### config.mk
export PLATFORM = sky130hd
export DESIGN_NAME = design_delay_line
export DESIGN_NICKNAME = d
export VERILOG_FILES = /design/src/rtl/delay_pkg.sv /design/src/rtl/delay_stage.sv /design/src/rtl/design_delay_line.sv
export SDC_FILE = /design/constraint.sdc
export NUM_CORES = 1
export LEC_CHECK = 0
export BUFFER_PORTS_ARGS = -buffer_cell sky130_fd_sc_hd__buf_4
export CAP_MARGIN = 20
export CORE_AREA = 4 4 41 43
export CTS_CLUSTER_SIZE = 8
export DETAILED_ROUTE_END_ITERATION = 6
export DIE_AREA = 0 0 45 47
export PLACE_DENSITY = 0.53
export SLEW_MARGIN = 5
export SYNTH_ARGS = -nofsm -noshare
export SYNTH_HDL_FRONTEND = slang
export SYNTH_SLANG_ARGS = --single-unit
### constraint.sdc
create_clock -name clk -period 1.5 [get_ports clk]
set_input_delay 0.3 -clock clk [delete_from_list [all_inputs] [get_ports clk]]
set_output_delay 0.3 -clock clk [all_outputs]
set_load 0.1 [all_outputs]
### src/rtl/delay_pkg.sv
// Shared constants and helpers for the delay line block.
// Latency: n/a (package only).
// Backpressure: n/a (package only).
//
// Contents:
//   DELAY_MAX_DEPTH : deepest legal delay line.
//   clog2_depth()   : bit width needed to count 0..depth inclusive.
package delay_pkg;

  localparam int DELAY_MAX_DEPTH = 64;

  // Width of a counter that must hold every value from 0 up to and including
  // depth. Always at least 1 bit.
  function automatic int clog2_depth(input int depth);
    int w;
    w = 1;
    for (int i = 0; i < 32; i++) begin
      if ((1 << w) < (depth + 1)) begin
        w = w + 1;
      end
    end
    return w;
  endfunction

endpackage : delay_pkg

### src/rtl/delay_stage.sv
// One WIDTH-bit register stage of the delay line, with clear and enable.
// Latency: 1 enabled clock from d_i to q_o.
// Backpressure: en_i=0 holds the stored value; clear (rst_n=0) wins over en_i.
//
// Ports:
//   clk    : rising-edge clock
//   rst_n  : synchronous active-low clear
//   en_i   : load enable
//   d_i    : data to capture
//   q_o    : registered data
module delay_stage #(
  parameter int WIDTH = 3
) (
  input  logic             clk,
  input  logic             rst_n,
  input  logic             en_i,
  input  logic [WIDTH-1:0] d_i,
  output logic [WIDTH-1:0] q_o
);

  logic [WIDTH-1:0] data_q;
  logic [WIDTH-1:0] data_d;

  always_comb begin
    data_d = data_q;
    if (en_i) begin
      data_d = d_i;
    end
  end

  always_ff @(posedge clk) begin
    if (!rst_n) begin
      data_q <= '0;
    end else begin
      data_q <= data_d;
    end
  end

  assign q_o = data_q;

endmodule : delay_stage

### src/rtl/design_delay_line.sv
// Parameterised synchronous delay line with stall and fill-valid flag.
// Latency: Nbits enabled clocks from SIG_IN to Delay_sig_out.
// Backpressure: en=0 freezes every stage, the fill counter and out_valid.
//
// Ports:
//   clk           : rising-edge clock (single domain)
//   rst_n         : synchronous active-low reset, overrides en
//   en            : shift enable
//   SIG_IN        : WIDTH-bit input to be delayed
//   Delay_sig_out : SIG_IN delayed by Nbits enabled cycles, straight from a register
//   out_valid     : high once Nbits enabled shifts have happened since reset
module design_delay_line
  import delay_pkg::*;
#(
  parameter int Nbits = 2,
  parameter int WIDTH = 3
) (
  input  logic             clk,
  input  logic             rst_n,
  input  logic             en,
  input  logic [WIDTH-1:0] SIG_IN,
  output logic [WIDTH-1:0] Delay_sig_out,
  output logic             out_valid
);

  // Reject illegal depths/widths at elaboration time.
  if ((Nbits < 1) || (Nbits > DELAY_MAX_DEPTH)) begin : g_bad_depth
    $error("design_delay_line: Nbits out of range 1..DELAY_MAX_DEPTH");
  end
  if (WIDTH < 1) begin : g_bad_width
    $error("design_delay_line: WIDTH must be at least 1");
  end

  localparam int CNT_W = clog2_depth(Nbits);
  localparam logic [CNT_W-1:0] CNT_FULL = CNT_W'(Nbits);

  // ---------------------------------------------------------------------------
  // Register chain: stage 0 takes SIG_IN, stage i takes stage i-1.
  // ---------------------------------------------------------------------------
  logic [WIDTH-1:0] stage_q [Nbits];

  for (genvar i = 0; i < Nbits; i++) begin : g_stage
    logic [WIDTH-1:0] stage_in;

    if (i == 0) begin : g_head
      assign stage_in = SIG_IN;
    end else begin : g_body
      assign stage_in = stage_q[i-1];
    end

    delay_stage #(
      .WIDTH (WIDTH)
    ) u_stage (
      .clk   (clk),
      .rst_n (rst_n),
      .en_i  (en),
      .d_i   (stage_in),
      .q_o   (stage_q[i])
    );
  end

  assign Delay_sig_out = stage_q[Nbits-1];

  // ---------------------------------------------------------------------------
  // Fill counter: counts enabled shifts since reset and saturates at Nbits.
  // out_valid is registered from the next-state count, so it rises on the
  // same edge that moves the first post-reset sample into the last stage.
  // ---------------------------------------------------------------------------
  logic [CNT_W-1:0] cnt_q;
  logic [CNT_W-1:0] cnt_d;
  logic             valid_q;
  logic             valid_d;

  always_comb begin
    cnt_d = cnt_q;
    if (en && (cnt_q != CNT_FULL)) begin
      cnt_d = cnt_q + CNT_W'(1);
    end
    valid_d = (cnt_d == CNT_FULL);
  end

  always_ff @(posedge clk) begin
    if (!rst_n) begin
      cnt_q   <= '0;
      valid_q <= 1'b0;
    end else begin
      cnt_q   <= cnt_d;
      valid_q <= valid_d;
    end
  end

  assign out_valid = valid_q;

endmodule : design_delay_line

==> results of run 1 <==
[worst max-delay path, stage by stage (launching register included)]
cell and delay, ns:
dfxtp_1 0.34, inv_1 0.09, ha_1 0.24, nor2b_4 0.17, nor3b_2 0.19, o21a_1 0.14
[flip-flops by register name, indices dropped and copies added (netlist names)]
| signal | cells |
|---|---|
| cnt_q | 2 |
| g_stage.u_stage.q_o | 6 |
| out_valid | 1 |
[layout by cell type (no fill, tap or decap), drive strengths merged]
cell type  instances
dfxtp              9
buf                9
nor2b              7
mux2i              6
clkbuf             4
nor3b              2
inv                1
xnor2              1
and2               1
nand2              1
o211a              1
o21a               1
ha                 1
[final timing paths]
path                          endpoint  slack (ns)  cells after the start
max                          out_valid        0.28                      5
min          g_stage[0].u_stage.q_o[1]        0.30                      3
max reg2reg                  out_valid        0.28                      5
min reg2reg  g_stage[1].u_stage.q_o[0]        0.52                      2
[routing by layer]
layer | share of wire | wire (um)
met1 | 0.40 | 267
met2 | 0.48 | 321
met3 | 0.10 | 67
met4 | 0.022 | 15
met5 | 0 | 0
[layout make-up]
class / count / area share
Multi-Input combinational cell: 21 / 0.378
Inverter: 1 / 0.00787
Timing Repair Buffer: 9 / 0.142
Sequential cell: 9 / 0.378
Clock buffer: 4 / 0.0551
Tap cell: 15 / 0.0394
[synthesized netlist by cell type]
master | count | area [um2]
nand2_1 | 1 | 3.75
ha_1 | 1 | 12.5
mux2i_1 | 6 | 60.1
nor3b_1 | 1 | 7.51
nor2b_4 | 1 | 13.8
dfxtp_1 | 9 | 180
xnor2_1 | 1 | 8.76
nor2b_1 | 6 | 37.5
nor3b_2 | 1 | 12.5
o21a_1 | 1 | 7.51
inv_1 | 1 | 3.75
o211a_1 | 1 | 10.0
buf_6 | 1 | 11.3
and2_1 | 1 | 6.26
[stage by stage]
stage	hold WS (ns)	total power [mW]	worst slack [ns]	instances
5_1_grt	0.318	0.608	0.158	59
3_5_place_dp	0.510	0.393	0.304	55
3_3_place_gp	0.495	0.385	0.402	55
6_report	0.303	0.573	0.276	59
2_1_floorplan	0.418	0.364	0.239	32
4_1_cts	0.297	0.586	0.272	59
[cell families (layout without fill, tap and decap cells)]
kind of cell               count (synthesis)  in the layout  synth area share
and+or+nand+nor                           11             11             0.217
DFF                                        9              9             0.480
muxes                                      6              6             0.160
AOI/OAI and AO/OA                          2              2            0.0467
buffers and inverters                      2             14            0.0400
adders and majority gates                  1              1            0.0333
xor gates and xnor gates                   1              1            0.0233
[power groups by stage]
stage	combinational (mW)	sequential, mW	clock [mW]
after floorplan	0.0605	0.304	0
after global placement	0.116	0.269	0
after detailed placement	0.122	0.271	0
after CTS	0.123	0.266	0.197
after global routing	0.133	0.268	0.207
final	0.121	0.266	0.185
==> impl_results.md, run 1 <==
- DRT Pass-1 Iters: 2
- Skew-Pair Late Insertion Delay: 0.26 ns
- Layout cells sized above 1: 0.318
- Residual DRC: 0
- CP required: approximately 1.7 ns
- Routability congestion estimate: around 0.64
- Total CTS buffers: 3
- Max-cap viol count: 0
- Overflow after GRT: 0
- Crit Path Class: flop to flop
- Seq/Total Area, Yosys: 0.480
- Area growth, synth to finish: 27.0%
- Internal power: between 0.4 and 0.5 mW
- Antenna violations before repair: 0
- Synthesized area: 375 um2
- Via/cell ratio: 4.36
- Core area: roughly 1300 um2
- Reg2Reg Launch Point: cnt_q[0]
- Max Slew Vio Count: 0
- Sequential power share: 0.464
- Worst setup EP type: flop
- Data arrival time of the critical path: between 1 and 1.5 ns
- Die Area: 2120 um2
- Post-route ant nets: 0
- Worst setup path startpoint: cnt_q[0]
- Starting Density: 0.288
- Unrepaired setup endpoints after global routing: no
- Fill cells: between 100 and 150
- Slew of the pin with the lowest slew margin: 0.281 ns
- Met1 Use GR: 0.0760
- Nets: between 50 and 60
- Hold Violations, Final: 0
- WL final: between 600 and 700 um
- Util after Layout: 0.366
- All-Layer GR Usage: 0.0810
- Maximum vdd drop: slightly above 0.4 mV
- H-Tree Depth: 1
- DR vias: 257
- Yosys cell types: 14
- Post-place instance area: 450 um2
- TritonCTS clock tree: done
- Standard-cell row count: 13
- # setup viols final: 0
- Root Driver: clkbuf_4
- First-pass GRT wire length: 1120 um
- Vert. Die Dim: around 47 um
- Combinational power share: 0.212
- Initial DRC count: 1
- Clock network fraction of design power: 0.324
- Cells after Synth: 32
- Worst setup SP type: flop
- Largest net degree at the start of global routing: 10
- Max Buffers Root-to-Sink: 2
- Vias in the first global route: around 260
- Syn Area/Cell: ~12 um2
- Sw Pwr: between 0.15 and 0.2 mW
- # IOs: 10
- Met2 usage: 0.133
- Top Usage Layer GRT: met2
- Max_slew headroom: 0.814
- Multi-input gate area: ~180 um2
- Leak Pwr: 0.221 nW
- Worst min path class: input port to flop
- Sequential cell area: around 180 um2
- Final Cell Area: approximately 480 um2
- Fmax: approximately 820 MHz
- Post-CTS Setup Repair Bufs: 0
- Clock skew: 0.00387 ns
- GR Layer Usage met3: 0.0498
- Port-buffer cells: 9
- CTS resizes: 0
- Yosys reg bits: 9
- Fin crit share: 0.816
- HP Start: SIG_IN[1]
- Outcome: finished clean
- Switching share of power: 0.288
- Pwr dens: 1200 nW/um2
- Final min period: around 1.2 ns
- Synth warn: 0
- Hold Buf Count CTS: 0
- Routed len/inst: around 11 um
- Post-Syn Nets: 39
- Setup TNS: 0 ns
- Clock sink total: 9
- Worst-path clk slew: 0.06 ns
- Die W: ~45 um
- Max Fanout on Critical Path: 5
- Ant. Diodes: 0
No activity file was read; power rests on OpenSTA's default activity.
==> run 2: changes to the inputs <==
- PLACE_DENSITY: 0.53 -> 0.55
- clock period: 1.5 -> 1.1 ns (I/O delays scaled with it)
==> run 2 against run 1 <==
Net effect: routed wire length fell by 2.8%; fmax rose by 15%; via count rose by 7.4%; combinational power rose by 69%; die area did not move; clock power rose by 30%; register-to-register slack got worse by 0.24 ns; sequential power rose by 38%; cell count rose by 5.1%; non-clock buffer count rose by 3; largest cell class is now multi-input gates; largest power group unchanged.
==> impl_results.md, run 2 (synthesized netlist as in run 1, its figures left out) <==
- CP bufs+invs: 1
- Worst setup SP type: flop
- Vert. Die Dim: roughly 47 um
- Hold Buf Count CTS: 0
- CP required: 1.29 ns
- Crit Path Class: flop to flop
- Initial DRC count: 6
- Internal power: between 0.5 and 0.6 mW
- Die Area: roughly 2100 um2
- Util after Layout: 0.407
- Placed Cells: 56
- Worst-path clk slew: about 0.06 ns
- Residual DRC: 0
- Antenna violations before repair: 0
- H-Tree Depth: 1
- Final Total Pwr: 0.812 mW
- Worst setup EP type: flop
- Maximum vdd drop: 0.805 mV
- Combinational power share: 0.251
- Hold Violations, Final: 0
- # IOs: 10
- Leak Pwr: 0.239 nW
- TritonCTS clock tree: done
- First-pass GRT wire length: about 1000 um
- Switching share of power: 0.275
- Clock sink total: 9
- Clock skew: 0.00336 ns
- Fmax: around 940 MHz
- Data arrival time of the critical path: ~1.3 ns
- Max Fanout on Critical Path: 5
- Sw Pwr: roughly 0.22 mW
- Max Buffers Root-to-Sink: 2
- Total CTS buffers: 3
- Setup TNS: 0 ns
- Commonest non-fill, non-tap cell in the layout: buf_4
- Post-route ant nets: 0
- Most frequent cells in the layout: buf_4 (9), mux2i_1 (6), nor2b_1 (6), dfxtp_2 (5), dfxtp_1 (4)
- Max Slew Vio Count: 0
- Max_slew headroom: 0.815
- Max-cap viol count: 0
- WL final: ~650 um
- Outcome: finished clean
- Critical Path Slowest Stage Cell: dfxtp_2
- Final min period: roughly 1.1 ns
- Ant. Diodes: 0
- Starting Density: 0.288
- Fill cells: 130
- Largest net degree at the start of global routing: 10
- Crit path largest cell delay: 0.33 ns
- Port-buffer cells: 9
- # setup viols final: 0
- DRT Pass-1 Iters: 2
- Pwr dens: ~1500 nW/um2
- Fin crit share: 0.967
- Layout cells sized above 1: 0.511
- Skew-Pair Late Insertion Delay: 0.25 ns
- Routability congestion estimate: roughly 0.7
- Overflow after GRT: 0
- Standard-cell row count: 13
- Sequential power share: 0.453
- Final std cells w/o fill: a little over 60
- Max FFs per register: 6
- All-Layer GR Usage: 0.0748
- DR vias: about 280
- Routed len/inst: about 11 um
- Clock network fraction of design power: 0.296
- Slew of the pin with the lowest slew margin: ~0.28 ns
- Delay-heaviest family, CP: simple AND/OR/NAND/NOR gates
- CP Cell Sequence: inv_2 > ha_4 > nor2b_4 > nor3b_2 > o21a_1
- Via/cell ratio: roughly 4.5
- Area growth, synth to finish: 41.0%
- Nets: 55
- Die W: roughly 45 um
- Worst min path class: input port to flop
- Root Driver: clkbuf_4
- Unrepaired setup endpoints after global routing: yes
- Core area: around 1300 um2
- Vias in the first global route: about 250
## run 2: cell types whose count changed in the layout (fill, tap and decap cells not counted), sizes merged
| cell | delta |
|---|---|
| buf | +3 |
## run 2: final cells by class
type	instances	area (um2)	area share
clock buffers	4	26.3	0.0496
multi-input cells	21	193	0.364
well taps	15	18.8	0.0355
inverters	1	3.75	0.00709
repair buffers	12	101	0.191
flip-flops and latches	9	186	0.352
## run 2: metal layers
| metal | up-vias | track usage | part of all wire |
|---|---|---|---|
| li1 | 136 | - | - |
| met1 | 130 | 0.0673 | 0.36 |
| met2 | 10 | 0.113 | 0.51 |
| met3 | 0 | 0.0728 | 0.12 |
| met4 | 0 | 0.0351 | 0 |
| met5 | - | 0 | 0 |
## run 2: tightest hold or removal path: cells and delay by family
kind,cells,cell delay [ns]
buffers and inverters,1,0.07
muxes,1,0.06
and+or+nand+nor,1,0.09
## run 2: timing repair
| action | CTS | global route |
|---|---|---|
| setup buffers | 1 | 1 |
| pin swaps | 1 | 0 |
| setup endpoints to repair | 2 | 4 |
| gates resized for setup | 3 | 4 |
## run 2: final timing paths
path	to	start	slack [ns]	cells past startpoint
setup / recovery	out_valid	cnt_q[0]	0.04	5
hold / removal	g_stage[0].u_stage.q_o[2]	SIG_IN[2]	0.23	3
setup reg to reg	out_valid	cnt_q[0]	0.04	5
hold reg to reg	g_stage[1].u_stage.q_o[2]	g_stage[0].u_stage.q_o[2]	0.52	2
## run 2: through the flow
| stage | setup slack [ns] | cell area (um2) | hold slack [ns] |
|---|---|---|---|
| final | 0.0362 | 529 | 0.229 |
| after global routing | -0.0261 | 529 | 0.222 |
| after CTS | 0.00908 | 500 | 0.224 |
| after detailed placement | -0.0628 | 463 | 0.495 |
| after global placement | 0.0268 | 463 | 0.482 |
| after floorplan | 0.0143 | 380 | 0.338 |
## run 2: power groups by stage
stage / clock network (mW) / logic [mW] / registers [mW]
final: 0.241 / 0.204 / 0.368
after global routing: 0.279 / 0.216 / 0.371
after CTS: 0.257 / 0.183 / 0.366
after detailed placement: 0 / 0.174 / 0.370
after global placement: 0 / 0.165 / 0.368
after floorplan: 0 / 0.0825 / 0.416
==> run 3: changes to the inputs <==
- CAP_MARGIN: 20 -> 40
- PLACE_DENSITY: 0.55 -> 0.54
- SYNTH_HIERARCHICAL: default -> 1
==> run 3 against run 2 <==
Net effect: combinational power decreased by 24%; register-to-register slack about the same; synthesized cell count increased by 3.1%; critical endpoint is now Delay_sig_out[0]; highest routed layer unchanged.
==> impl_results.md, run 3 <==
- Outcome: finished clean
- Setup ws final: between 0.02 and 0.03 ns
- Crit Path Class: flop to output port
- Cells after Synth: 33
- Clock network fraction of design power: 0.323
- Top-area cell type share of the netlist area: 0.493
- Area growth, synth to finish: 43.2%
- Port-buffer cells: 9
- CP bufs+invs: 1
- Clock sink total: 9
- Top FF cell, synth: dfxtp_1
- Skew-Pair Late Insertion Delay: ~0.25 ns
- Leak Pwr: 0.223 nW
- Yosys reg bits: 9
- Fmax: a little over 900 MHz
- All-Layer GR Usage: 0.0770
- Synthesized area: 365 um2
- First-pass GRT wire length: 1110 um
- Combinational power share: 0.206
- Setup TNS: 0 ns
- Worst setup EP type: output port
- Capturing point of the worst reg2reg path: out_valid
- Via/cell ratio: between 4 and 5
- Routability congestion estimate: 0.592
- Initial DRC count: 0
- Final Total Pwr: around 0.76 mW
- # setup viols final: 0
- Die Area: around 2100 um2
- R2R Setup Slk: 0.04 ns
- Worst min path class: input port to flop
- Post-place instance area: around 470 um2
- Final Cell Area: about 520 um2
- Maximum vdd drop: 0.475 mV
- Crit path largest cell delay: roughly 0.32 ns
- DRT Pass-1 Iters: 1
- Delay-heaviest family, CP: flip-flops
- Hold Buf Count CTS: 0
- Die W: ~45 um
- Unrepaired setup endpoints after global routing: yes
- Largest cells by area after synthesis: dfxtp_1 (49%), mux2i_1 (16%), nor2b_1 (12%)
- Residual DRC: 0
- DR vias: about 270
- Nets: between 50 and 60
- CP required: around 0.9 ns
- Slew of the pin with the lowest slew margin: between 0.2 and 0.3 ns
- Total CTS buffers: 3
- Critical Path Slowest Stage Cell: dfxtp_2
- Max_slew headroom: 0.815
- Worst-path clk slew: ~0.060 ns
- Syn Area/Cell: 11.1 um2
- Synth warn: 6
- Largest net degree at the start of global routing: 10
- Routed len/inst: 11.6 um
- Reg2Reg Launch Point: cnt_q[0]
- Max-cap viol count: 0
- Sequential power share: 0.472
- Hold Violations, Final: 0
- Max FFs per register: 6
- Ant. Diodes: 0
- EDFF count, synth: 0
- Data arrival time of the critical path: between 0.8 and 0.9 ns
- Switching share of power: 0.265
- Final min period: between 1 and 1.5 ns
- Fin crit share: 0.976
- Placed Cells: 59
- HPWL Detailed: around 550 um
- Fraction of registers with async set/reset: 0
- TritonCTS clock tree: done
- Worst R2R Path Depth: 5
- Vert. Die Dim: around 47 um
- Post-route ant nets: 0
- Most frequent cells in the layout: buf_4 (10), nor2b_1 (7), dfxtp_2 (6), mux2i_1 (6)
- Standard-cell row count: 13
- Commonest non-fill, non-tap cell in the layout: buf_4
- Max Fanout on Critical Path: 2
- CP endpoint: Delay_sig_out[0]
- Layout cells sized above 1: 0.500
- Post-Syn Nets: 40
- Pwr dens: ~1500 nW/um2
- WP depth: 1
- Sw Pwr: between 0.2 and 0.25 mW
- Root Driver: clkbuf_4
- H-Tree Depth: 1
- Worst setup path startpoint: g_stage[1].u_stage/q_o[0]
- Yosys cell types: 12
- Clock skew: between 0.00015 and 0.0002 ns
- Vias in the first global route: roughly 300
- Antenna violations before repair: 0
- Seq/Total Area, Yosys: 0.493
- # IOs: 10
- Starting Density: 0.281
- Max Buffers Root-to-Sink: 2
- Most common cell in the netlist: dfxtp_1
- Max Slew Vio Count: 0
- WL final: 729 um
- Place WS: -0.0796 ns
- CP Cell Sequence: buf_4
- Overflow after GRT: 0
- Internal power: ~0.56 mW
- Commonest cells in the netlist: dfxtp_1 (9), nor2b_1 (7), mux2i_1 (6)
- Worst setup SP type: flop
- Core area: 1300 um2
- Final std cells w/o fill: between 60 and 70
- Leading area contributor after synthesis: dfxtp_1
run 3: worst min path at each step:
stage | from | end | slack (ns) | cells past startpoint
after floorplan | rst_n | g_stage[1].u_stage/q_o[0] | 0.35 | 1
final | rst_n | g_stage[1].u_stage/q_o[0] | 0.24 | 2
after detailed placement | g_stage[1].u_stage/q_o[1] | g_stage[1].u_stage/q_o[1] | 0.49 | 2
after global placement | cnt_q[1] | out_valid | 0.48 | 2
after global routing | SIG_IN[1] | g_stage[0].u_stage/q_o[1] | 0.25 | 3
after CTS | SIG_IN[1] | g_stage[0].u_stage/q_o[1] | 0.23 | 3
run 3: timing repair:
item	in CTS	in global routing
setup buffers	0	0
setup endpoints to repair	3	2
pin swaps	4	4
endpoints found under the hold margin	0	0
resized for setup	5	1
run 3: metal layers:
metal  vias to the layer above  global-route usage  routed length [um]
li1                        139                   -                   -
met4                         0              0.0819                   0
met2                         6               0.133                 398
met1                       127              0.0670                 277
met5                         -                   0                   0
met3                         0              0.0268                  52
run 3: layout make-up:
cell class              instances  area [um2]
fillers                       134         778
clock buffers                   4        26.3
flip-flops and latches          9         188
repair buffers                 11        86.3
multi-input cells              23         200
well taps                      15        18.8
inverters                       1        3.75
run 3: metrics by stage:
stage               utilization  hold WS [ns]
floorplan                     -         0.348
global placement          0.363         0.478
detailed placement        0.363         0.494
CTS                       0.399         0.230
global route              0.402         0.254
finish                    0.402         0.237
run 3: cells by family (layout without fill, tap and decap cells):
| kind of cell | Yosys count | count (layout) | share of synthesized area |
|---|---|---|---|
| AOI/OAI and AO/OA | 3 | 3 | 0.0548 |
| and+or+nand+nor | 13 | 13 | 0.243 |
| DFF | 9 | 9 | 0.493 |
| adders and majority gates | 1 | 1 | 0.0342 |
| buffers and inverters | 1 | 16 | 0.0103 |
| muxes | 6 | 6 | 0.164 |
run 3: power by group through the flow:
stage          logic, mW  clock network (mW)  registers (mW)
4_1_cts            0.155               0.257           0.357
3_5_place_dp       0.140                   0           0.361
5_1_grt            0.169               0.265           0.359
2_1_floorplan     0.0508                   0           0.399
6_report           0.156               0.245           0.358
3_3_place_gp       0.131                   0           0.360
